--- src/rtl/frq_divider_rom_ctl.sv ---
// rtl/frq_divider_rom_ctl.sv - ROM-indexed glitch-free clock divider with run/stop control
// Optional select synchroniser: define FRQ_DIV_SEL_SYNC_EN.
module frq_divider_rom_ctl #(
    parameter int SEL_W = 5,
    parameter int CNT_W = 18
) (
    input  logic             clk,
    input  logic             reset_n,
    input  logic             en,
    input  logic [SEL_W-1:0] f_select,
    output logic             clk_out,
    output logic             tick,
    output logic             pending,
    output logic [CNT_W-1:0] ratio
);
    typedef enum logic [1:0] {
        IDLE = 2'd0,
        HIGH = 2'd1,
        LOW  = 2'd2
    } state_t;

    localparam int               WIDE_W = CNT_W + 2;
    localparam logic [CNT_W-1:0] R_MAX  = '1;

    logic [SEL_W-1:0] sel_s;

`ifdef FRQ_DIV_SEL_SYNC_EN
    logic [SEL_W-1:0] sel_meta_q, sel_meta_d;
    logic [SEL_W-1:0] sel_sync_q, sel_sync_d;

    always_comb begin
        sel_meta_d = f_select;
        sel_sync_d = sel_meta_q;
    end

    always_ff @(posedge clk or negedge reset_n) begin
        if (!reset_n) begin
            sel_meta_q <= '0;
            sel_sync_q <= '0;
        end else begin
            sel_meta_q <= sel_meta_d;
            sel_sync_q <= sel_sync_d;
        end
    end

    assign sel_s = sel_sync_q;
`else
    assign sel_s = f_select;
`endif

    // Ratio ROM: (2 | k[0]) << (k >> 1), computed two bits wider so saturation is detectable.
    logic [SEL_W-2:0]  rom_shift;
    logic [WIDE_W-1:0] rom_wide;
    logic [CNT_W-1:0]  rom_ratio;
    logic [CNT_W-1:0]  rom_high;
    logic [CNT_W-1:0]  rom_low;

    always_comb begin
        rom_shift = sel_s[SEL_W-1:1];
        rom_wide  = '0;
        rom_ratio = R_MAX;
        if (int'(rom_shift) <= CNT_W) begin
            rom_wide = (WIDE_W'(2) | WIDE_W'(sel_s[0])) << rom_shift;
            if (rom_wide <= WIDE_W'(R_MAX)) begin
                rom_ratio = rom_wide[CNT_W-1:0];
            end
        end
        rom_high = rom_ratio >> 1;
        rom_low  = rom_ratio - rom_high;
    end

    state_t           state_q, state_d;
    logic             clk_out_q, clk_out_d;
    logic             tick_q, tick_d;
    logic             pending_q, pending_d;
    logic [CNT_W-1:0] ratio_q, ratio_d;
    logic [CNT_W-1:0] low_q, low_d;
    logic [CNT_W-1:0] cnt_q, cnt_d;
    logic [SEL_W-1:0] sel_act_q, sel_act_d;
    logic             load;

    always_comb begin
        state_d   = state_q;
        clk_out_d = clk_out_q;
        tick_d    = 1'b0;
        ratio_d   = ratio_q;
        low_d     = low_q;
        cnt_d     = cnt_q;
        sel_act_d = sel_act_q;
        load      = 1'b0;

        case (state_q)
            IDLE: begin
                if (en) begin
                    load = 1'b1;
                end
            end
            HIGH: begin
                if (cnt_q == '0) begin
                    state_d   = LOW;
                    clk_out_d = 1'b0;
                    cnt_d     = low_q - CNT_W'(1);
                end else begin
                    cnt_d = cnt_q - CNT_W'(1);
                end
            end
            LOW: begin
                if (cnt_q == '0) begin
                    // Period boundary: the only place a new ratio or a stop takes effect.
                    if (en) begin
                        load = 1'b1;
                    end else begin
                        state_d   = IDLE;
                        ratio_d   = '0;
                        low_d     = '0;
                        sel_act_d = '0;
                    end
                end else begin
                    cnt_d = cnt_q - CNT_W'(1);
                end
            end
            default: begin
                state_d = IDLE;
            end
        endcase

        if (load) begin
            state_d   = HIGH;
            clk_out_d = 1'b1;
            tick_d    = 1'b1;
            ratio_d   = rom_ratio;
            low_d     = rom_low;
            cnt_d     = rom_high - CNT_W'(1);
            sel_act_d = sel_s;
        end

        pending_d = (state_d != IDLE) && (sel_s != sel_act_d);
    end

    always_ff @(posedge clk or negedge reset_n) begin
        if (!reset_n) begin
            state_q   <= IDLE;
            clk_out_q <= 1'b0;
            tick_q    <= 1'b0;
            pending_q <= 1'b0;
            ratio_q   <= '0;
            low_q     <= '0;
            cnt_q     <= '0;
            sel_act_q <= '0;
        end else begin
            state_q   <= state_d;
            clk_out_q <= clk_out_d;
            tick_q    <= tick_d;
            pending_q <= pending_d;
            ratio_q   <= ratio_d;
            low_q     <= low_d;
            cnt_q     <= cnt_d;
            sel_act_q <= sel_act_d;
        end
    end

    assign clk_out = clk_out_q;
    assign tick    = tick_q;
    assign pending = pending_q;
    assign ratio   = ratio_q;

endmodule

--- config.mk ---
export PLATFORM = sky130hd
export DESIGN_NAME = frq_divider_rom_ctl
export DESIGN_NICKNAME = d
export VERILOG_FILES = /design/src/rtl/frq_divider_rom_ctl.sv
export SDC_FILE = /design/constraint.sdc
export NUM_CORES = 1
export LEC_CHECK = 0
export BUFFER_PORTS_ARGS = -buffer_cell sky130_fd_sc_hd__buf_2
export CAP_MARGIN = 10
export CORE_ASPECT_RATIO = 0.7
export CORE_UTILIZATION = 55
export CTS_CLUSTER_DIAMETER = 30
export DETAILED_ROUTE_END_ITERATION = 8
export PLACE_DENSITY = 0.77
export SYNTH_ARGS = -nofsm -noshare
export SYNTH_HDL_FRONTEND = slang
export SYNTH_SLANG_ARGS = --single-unit
--- constraint.sdc ---
create_clock -name clk -period 4.1 [get_ports clk]
set_input_delay 0.615 -clock clk [delete_from_list [all_inputs] [get_ports clk]]
set_output_delay 0.615 -clock clk [all_outputs]
set_load 0.05 [all_outputs]
* Word-level counts from Yosys, hierarchy flattened
Cells that the tools add are included.
** Word-level totals
- Input bits :: 8
- Register bits after elaboration :: 64
- Word-level logic and storage cells :: 56
** Operators by class
- Mux-type cells :: 26
- Reductions and logical operators :: 11
- Add/sub/neg operators :: 4
- $lt $le $gt $ge :: 1
- Shift operators :: 1
- Eq/ne operators :: 5
** Operators with widths (count)
- $mux 18 :: 9
- $pmux 18 s2 :: 1
- $sub 18x1->18 const B :: 2
- $le 20x18->1 const B :: 1
- $mux 5 :: 4
- $shl 2x4->20 :: 1
- $logic_not 18->1 :: 1
- $sub 17x1->18 const B :: 1
- $sub 18x17->18 :: 1
- $mux 2 :: 4
- $reduce_bool 2->1 :: 4
- $mux 1 :: 6
- $pmux 2 s3 :: 1
- $ne 5x5->1 :: 1
- $reduce_and 2->1 :: 2
- $ne 3x3->1 const B :: 1
- $reduce_and 3->1 :: 1
- $reduce_bool 3->1 :: 1
- $eq 2x1->1 const B :: 1
- $eq 2x2->1 const B :: 1
- $logic_not 2->1 :: 1
- $ne 2x1->1 const B :: 1
- $pmux 1 s2 :: 1
- $logic_and 1x1->1 :: 1

* Logic depth before layout (Yosys ltp)
- Depth after elaboration :: 6
- Depth in mapped cells :: 13

* Least setup slack after synthesis
OpenSTA, ideal clock, no wires.
- Path type :: input-to-reg
- Start :: in f_select[2]
- End :: reg low_q[13]
- Library setup time :: 0.128 ns
- Slack :: 0.788 ns
- Path buffers :: 1
- Stages :: 11
- Data required time :: 3.972 ns
- Arrival time :: 3.184 ns
- Path through :: clkbuf_1 -> or3b_2 -> mux2i_1 -> and2_1 -> inv_1 -> ha_1 -> nor4_1 -> o311ai_0 -> o211ai_1 -> mux2i_1 -> nand3_1
** On the way
- Cells in the longest elaborated chain, start to end :: 5
** RTL lines
- start, declared :: RTL line 10 : input logic [SEL_W-1:0] f_select,
- $shl 2x4->20 * :: RTL line 63 : rom_wide = (WIDE_W'(2) | WIDE_W'(sel_s[0])) << rom_shift;
- $le 20x18->1 :: RTL line 64 : if (rom_wide <= WIDE_W'(R_MAX)) begin
- $mux 18 * :: RTL line 64
- $sub 18x17->18 * :: RTL line 69 : rom_low = rom_ratio - rom_high;
- $mux 18 * :: RTL line 127 : if (load) begin
- end signal, assigned :: RTL line 156 : low_q <= low_d;
- end, declared :: RTL line 77 : logic [CNT_W-1:0] low_q, low_d;
Every way passes the cells marked *; elsewhere a longest branch is shown, timed or not.
A chain may end at the register's enable or synchronous reset.

* Worst setup path after layout
Ends and elaborated chain as after synthesis.

==> qor.csv <==
metric;value;unit
skew;6.436;ps
crit_required;4320;ps
fin_ws;674.2;ps
critPathKind;input pin to register;
final.setup.tns;0;ps
routed_via_density;6.278;
maxSlewHeadroom;0.4019;
path_cells;buf_2 > or3b_2 > mux2i_1 > and2_1 > inv_1 > ha_1 > nor4_1 > o311ai_0 > o211ai_1 > mux2i_1 > nand3_1;
synth_top_area_frac;0.3157;
grt_busiest_layer;met2;
start_kind;input pin;
drt_wl_total;14.25;mm
clock_latency;340;ps
cp_top_family;simple AND/OR/NAND/NOR gates;
use_met3;0.07306;
path_max_fanout;11;
hold_class;input pin to asynchronous set/reset pin;
drtIter0Drc;548;
cts_buffers;9;
synth_area;0.004994;mm2
critPathSlowestCell;or3b_2;
cp-end-kind;register;
dieArea;0.009470;mm2
pin_count;29;
synth_cells;611;
area.growth.synth_to_final;11.63;%
p_leak;2.403;nW
yosysTopAreaCell;dfrtp_1;
rsz0062_at_grt;no;
pre_cts_slack;419.4;ps
cts.clk_slew.worst_paths;60;ps
ys_types;62;
die_w;115.9;um
critical_path_buf_inv_count;2;
grt_pass1_wl;22.83;mm
cpMostUsedCell;mux2i_1;
cts_resized;0;
synth-seq-area-share;0.3157;
ys_seq_elements;63;
root_buffer;clkbuf_16;
io_buffers;27;
cts_hold_buf;0;
grt_usage;0.3201;
min_period;3426;ps
htreeDepth;3;
globalRouteMet1Util;0.4644;
period_share;0.8356;
synthFlopType;dfrtp_1;
ir_drop;0.2816;mV
powerDensity;653.9;mW/mm2
critical_path_arrival;3640;ps
post_route_cells_drive_above_1_share;0.09698;
synth_fp_nets;659;
clock_sinks;63;
synth_most_common_cell;nand2_1;
ys_warn_count;0;
cpPeakStageDelay;470;ps
met2_usage;0.4798;
grt_pass1_vias;4314;
tightest_slew;897.1;ps
maxSlewViolCount;0;
antenna_found_initial;0;
antennaDiodeCount;0;
ys_top_cells_by_area;dfrtp_1 (32%), ha_1 (9.8%), xnor2_1 (5.8%);
ys_async_sr_fraction;1.000;
place.gp.congestion;0.9888;
syn_area_per_cell;8.173;um2
utilization;0.6468;
nets;672;
grt_max_degree;52;
first_pass_iters;5;
die_height;81.72;um
wl_per_cell;19.02;um
status;complete, no violations;
rows;28;
vias;4702;
clockBufferDepth;2;
maxCapViolations;0;
postRouteAntennaNets;0;
postCtsSetupBuffers;0;
synth_edf_count;0;
coreArea;0.008618;mm2
finalSetupViolCount;0;
start_util;0.5794;
drc;0;
finalHoldViolations;0;
hpwlAfterDp;10.15;mm
globalRouteOverflowTotal;0;
cts_tree;yes;
max_clock_freq;291.9;MHz
netlist_top_cells_count;nand2_1 (67), dfrtp_1 (63), o21ai_0 (54);
## kinds of logic (layout without fill, tap and decap cells)
| logic type | after synthesis | in the layout | share of synthesized area |
|---|---|---|---|
| simple gates | 224 | 224 | 0.2253 |
| buf+inv | 74 | 92 | 0.05838 |
| xor+xnor | 46 | 46 | 0.08068 |
| compound gates | 151 | 151 | 0.1934 |
| other cells | 1 | 1 | 0.0007510 |
| mux | 12 | 12 | 0.02406 |
| fa+ha+maj | 40 | 40 | 0.1017 |
| flops | 63 | 63 | 0.3157 |
## registers in the layout, summed over array words and instances, names as in the netlist
signal     count
tick           1
low_q         18
sel_act_q      5
state_q        2
cnt_q         18
pending        1
clk_out        1
ratio         17
## power breakdown
group / total, W / internal (W) / switching, W
Clock: 0.000906 / 0.000596 / 0.000310
Sequential: 0.00118 / 0.000880 / 0.000301
Combinational: 0.00156 / 0.000571 / 0.000988
## area by class of cell
cell class	instances	area (um2)
multi-input combinational	474	3148
fill	724	3044
sequential	63	1577
clock buffer	9	225.2
timing repair buffer	36	202.7
inverter	40	150.1
tap	120	150.1
clock inverter	7	121.4
## worst paths after layout
kind	start	end	slack, ps	depth (start not counted)
max in group asynchronous	reset_n	low_q[13]	2810	2
hold reg to reg	ratio[1]	ratio[1]	480	2
setup reg to reg	cnt_q[6]	pending	900	6
hold / removal	reset_n	state_q[0]	390	1
min in group clk	ratio[1]	ratio[1]	480	2
setup / recovery	f_select[2]	low_q[13]	670	11
## through the flow
step	area, um2	std cells	total power (W)	hold WS [ps]
final	5574	749	0.003645	394.1
after global routing	5574	749	0.003852	476.3
after CTS	5574	749	0.003623	429.2
after detailed placement	5228	733	0.002694	464.5
after global placement	5228	733	0.002637	458.7
after floorplan	4994	611	0.002296	319.4
## worst reg2reg max path: stages, from the launching register on
cell,delay [ps]
dfrtp_1,430
or4_1,670
or4_1,680
or3_1,500
or4b_1,520
a31o_1,220
a31oi_1,110
## layer usage
layer | vias to the layer above | part of all wire
li1 | 2197 | -
met1 | 2230 | 0.45
met2 | 252 | 0.44
met3 | 23 | 0.098
met4 | 0 | 0.013
met5 | - | 0
## placed cells by master, fill, tap and decap left out, types with 3 or more instances in the layout
master,instances
nor4_1,16
inv_1,39
or4_1,9
clkbuf_16,9
dfrtp_1,63
xnor2_1,33
buf_4,9
nand2_1,67
buf_2,27
nor2_1,38
nand2b_1,8
o31ai_1,8
a21boi_0,4
o21ai_0,54
a21oi_1,27
o22ai_1,3
nor3_1,26
a211oi_1,5
nand4_1,4
a32oi_1,4
a22oi_1,4
a221o_1,4
mux2i_1,12
o211ai_1,12
a21o_1,5
nand3_1,16
clkinv_4,3
or3_1,11
nor2b_1,13
bufinv_16,3
xor2_1,13
ha_1,39
Note: power is estimated with default switching activity, not from simulation.
